**src/rtl/mul_chk_pkg.sv**
```systemverilog
// Shared types and helpers for the approximate-multiplier sweep checker.
package mul_chk_pkg;

  typedef enum logic [1:0] {
    IDLE  = 2'd0,
    SWEEP = 2'd1,
    DRAIN = 2'd2,
    DONE  = 2'd3
  } state_t;

  function automatic logic [31:0] abs_diff(input logic [31:0] a, input logic [31:0] b);
    return (a > b) ? (a - b) : (b - a);
  endfunction

endpackage

```
**src/rtl/mul_err_stage.sv**
```systemverilog
// Second pipeline stage: exact product, absolute error against the approximate
// result, and running worst-case / violation statistics.
module mul_err_stage
  import mul_chk_pkg::*;
#(
  parameter int IN_W  = 4,
  parameter int OUT_W = 4,
  parameter int ET    = 8
) (
  input  logic             clk,
  input  logic             rst,
  input  logic             clr,
  input  logic             valid,
  input  logic [IN_W-1:0]  vec,
  input  logic [OUT_W-1:0] approx,
  output logic [OUT_W:0]   max_err,
  output logic [IN_W:0]    viol_cnt,
  output logic [IN_W-1:0]  first_viol_vec
);

  localparam int HW = IN_W / 2;

  logic [HW-1:0]      op_a;
  logic [IN_W-HW-1:0] op_b;
  logic [OUT_W-1:0]   exact;
  logic [OUT_W:0]     err;
  logic               viol;
  logic               seen_viol;

  // Product is formed directly at OUT_W bits so truncation matches the netlist width.
  always_comb begin
    op_a  = vec[HW-1:0];
    op_b  = vec[IN_W-1:HW];
    exact = OUT_W'(op_a) * OUT_W'(op_b);
    err   = (OUT_W+1)'(abs_diff(32'(exact), 32'(approx)));
    viol  = 32'(err) > 32'(ET);
  end

  always_ff @(posedge clk) begin
    if (rst || clr) begin
      max_err        <= '0;
      viol_cnt       <= '0;
      first_viol_vec <= '0;
      seen_viol      <= 1'b0;
    end else if (valid) begin
      if (err > max_err) max_err <= err;
      if (viol) begin
        viol_cnt <= viol_cnt + 1'b1;
        if (!seen_viol) begin
          first_viol_vec <= vec;
          seen_viol      <= 1'b1;
        end
      end
    end
  end

endmodule

```
**config.mk**
```make
export PLATFORM = sky130hd
export DESIGN_NAME = mul_err_stage
export DESIGN_NICKNAME = d
export VERILOG_FILES = /design/src/rtl/mul_chk_pkg.sv /design/src/rtl/mul_err_stage.sv
export SDC_FILE = /design/constraint.sdc
export NUM_CORES = 1
export LEC_CHECK = 0
export CAP_MARGIN = 20
export CORE_MARGIN = 1
export CORE_UTILIZATION = 40
export DETAILED_ROUTE_END_ITERATION = 8
export PLACE_DENSITY_LB_ADDON = 0.1
export RECOVER_POWER = 100
export SYNTH_ARGS = -nofsm -noshare
export SYNTH_HDL_FRONTEND = slang
export SYNTH_SLANG_ARGS = --single-unit
```
**constraint.sdc**
```tcl
create_clock -name clk -period 11.4 [get_ports clk]
set_input_delay 2.28 -clock clk [delete_from_list [all_inputs] [get_ports clk]]
set_output_delay 2.28 -clock clk [all_outputs]
set_load 0.03 [all_outputs]
```
==> flow_metrics.tcl <==
set metrics [dict create \
    ys_warn_count 0 \
    status "complete, no violations" \
    reg2reg_depth 9 \
    setup_tns_ns 0 \
    hold_viol 0 \
    hold_buffers 0 \
    reg2reg_from "max_err[1]" \
    skew_ns 0.00254 \
    final_util_pct 51.4 \
    rows 20 \
    gp_congestion 0.851 \
    grt_pass1_vias 1109 \
    clockRootBuffer "clkbuf_4" \
    grt_overflow 0 \
    die_area_um2 3570 \
    postRouteAntennaNets 0 \
    p_total_uw 160 \
    portBuffers 25 \
    drc 0 \
    ios 26 \
    synthTopCellsByArea "dfxtp_1 (22%), ha_1 (15%), mux2i_1 (6.7%), nand2_1 (5.3%), inv_1 (4.2%)" \
    dr.pass1.iters 4 \
    wl_per_cell_um 12.6 \
    cts_buffers 3 \
    syn_area_um2 1340 \
    cts_tree "done" \
    synth_edf_count 0 \
    grt_start_max_net_pins 17 \
    drive_above_1_share_pct 7.82 \
    die_y_um 59.8 \
    wl_met3_um 95 \
    cts.reportedPaths.clkPinSlew_ns 0.09 \
    insertion_delay_ns 0.28 \
    power_density_nw_per_um2 101 \
    hpwl_um 2320 \
    drv_slew 0 \
    synthArstFlopShare_pct 0 \
    worstSetupPathType "in2reg" \
    arrival_ns 6.32 \
    nets 210 \
    netlist_instances 155 \
    timing.rr.end "max_err[1]" \
    dr_total_vias 1140 \
    peakVddDrop_mv 0.0597 \
    first_iter_violations 35 \
    syn_nets 185 \
    antennaDiodeCount 0 \
    worst_slew_margin_rel_pct 35.8 \
    period_needed_ns 6.13 \
    die_width_um 59.8 \
    rsz0062_at_grt "no" \
    antenna_found_initial 0 \
    synthTopCellsByCount "nand2_1 (19), ha_1 (16), dfxtp_1 (15), inv_1 (15)" \
    cp-start-kind "primary input" \
    grt_pass1_wl_um 4760 \
    clockBufferDepth 2 \
    crit_end "max_err[1]" \
    yosysMostFrequentCell "nand2_1" \
    drt-total-wl_um 2820 \
    start_util_pct 43.0 \
    synth_top_area_share_pct 22.5 \
    core_area_um2 3100 \
    vias_per_cell 5.11 \
    ff2ff_setup_slack_ns 9.30 \
    wl_met1_um 1380 \
    yosysUniqueCellTypes 45 \
    yosysSeqAreaShare_pct 22.5 \
    clkSinkCount 15 \
    synth_top_area_cell "dfxtp_1" \
    top_layer "met4" \
    synth_seq_cells 15 \
    cts_resized 0 \
    tightest_slew_ns 0.960 \
    setup_violations 0 \
    maxCapViolCount 0 \
    syn_area_per_cell_um2 8.61 \
    track_usage_pct 17.6 \
    clock.fmax_ghz 0.163 \
    cp_data_required_time_ns 11.58 \
    htreeDepth 1 \
    leakagePower_nw 0.706 \
    crit_start "vec[0]" \
    timing.final.crit_share_pct 53.8 \
    synth-main-ff-cell "dfxtp_1" \
    end_kind "flop" \
    wl_met2_um 1330 \
    syn_to_final_growth_pct 19.5 \
    hp-class "reg2reg" \
    post-cts-setup-buffers 0 \
    path_max_fanout 9 \
]
==> final cells by class <==
| cell class | instances | area, um^2 |
|---|---|---|
| clock buffer | 4 | 26.3 |
| fill | 333 | 1510 |
| inverter | 16 | 60.1 |
| multi-input combinational | 119 | 903 |
| sequential | 15 | 300 |
| tap | 44 | 55.1 |
| timing repair buffer | 25 | 250 |
==> stage by stage <==
step           hold slack [ns]  area [um^2]  instances  setup WS, ns
4_1_cts                  0.465         1630        223          5.65
6_report                 0.458         1600        223          5.27
5_1_grt                  0.490         1600        223          4.91
2_1_floorplan            0.488         1340        155          6.19
3_5_place_dp             0.453         1600        219          5.34
3_3_place_gp             0.444         1600        219          5.46
==> kinds of logic after synthesis <==
logic type,synth area share (%)
muxes,6.75
adders and majority gates,18.0
xor gates and xnor gates,1.31
buffers and inverters,7.59
DFF,22.5
and+or+nand+nor,21.6
AOI/OAI and AO/OA,22.3
==> flip-flops by register name, summed over array words and instances, names as in the netlist <==
signal and cells:
first_viol_vec 4, max_err 5, seen_viol 1, viol_cnt 5
==> routing by layer <==
metal,vias up,track usage (%)
met3,2,3.46
li1,593,-
met2,20,30.5
met4,0,4.65
met5,-,0
met1,525,22.1
==> worst max-delay path, stage by stage <==
cell and delay [ns]:
dlygate4sd3_1 0.58, and2_0 0.15, ha_1 0.19, ha_1 0.29, ha_1 0.46, inv_1 0.11, nor3_1 0.38, o31a_1 0.21
nor2_1 0.06, ha_1 0.29, nor2b_1 0.14, o21a_1 0.12, o21a_1 0.10, o21ai_0 0.06, a21oi_1 0.55, mux2i_1 0.27
nor2_1 0.05
==> placed cells by master (no fill, tap or decap), types with 2 or more instances in the layout <==
master,n
dlygate4sd3_1,15
o31ai_1,3
dfxtp_1,15
nor4_1,2
o31ai_2,2
nor3b_1,2
nand2b_1,2
ha_1,16
fa_1,2
o21a_1,3
clkbuf_4,3
a21oi_1,7
nand3_1,5
nor2b_1,2
nor2_1,9
and2_1,3
or3_1,3
o21ai_0,5
clkdlybuf4s50_1,10
mux2i_1,9
inv_1,15
nand2_1,19
o211ai_1,4
==> worst min-delay path by stage <==
stage	startpoint	slack [ns]	end	cells past startpoint
floorplan	seen_viol	0.49	seen_viol	2
global placement	first_viol_vec[3]	0.44	first_viol_vec[3]	2
finish	first_viol_vec[1]	0.46	first_viol_vec[1]	2
CTS	first_viol_vec[1]	0.46	first_viol_vec[1]	2
global route	first_viol_vec[3]	0.49	first_viol_vec[3]	2
detailed placement	first_viol_vec[1]	0.45	first_viol_vec[1]	2
==> report_power, final <==
part | total [mW] | internal (mW) | switching [mW] | leakage, nW
Clock | 0.0302 | 0.0136 | 0.0166 | 0.0150
Combinational | 0.0739 | 0.0323 | 0.0415 | 0.569
Sequential | 0.0565 | 0.0550 | 0.00148 | 0.122
No activity file was read; power rests on OpenSTA's default activity.
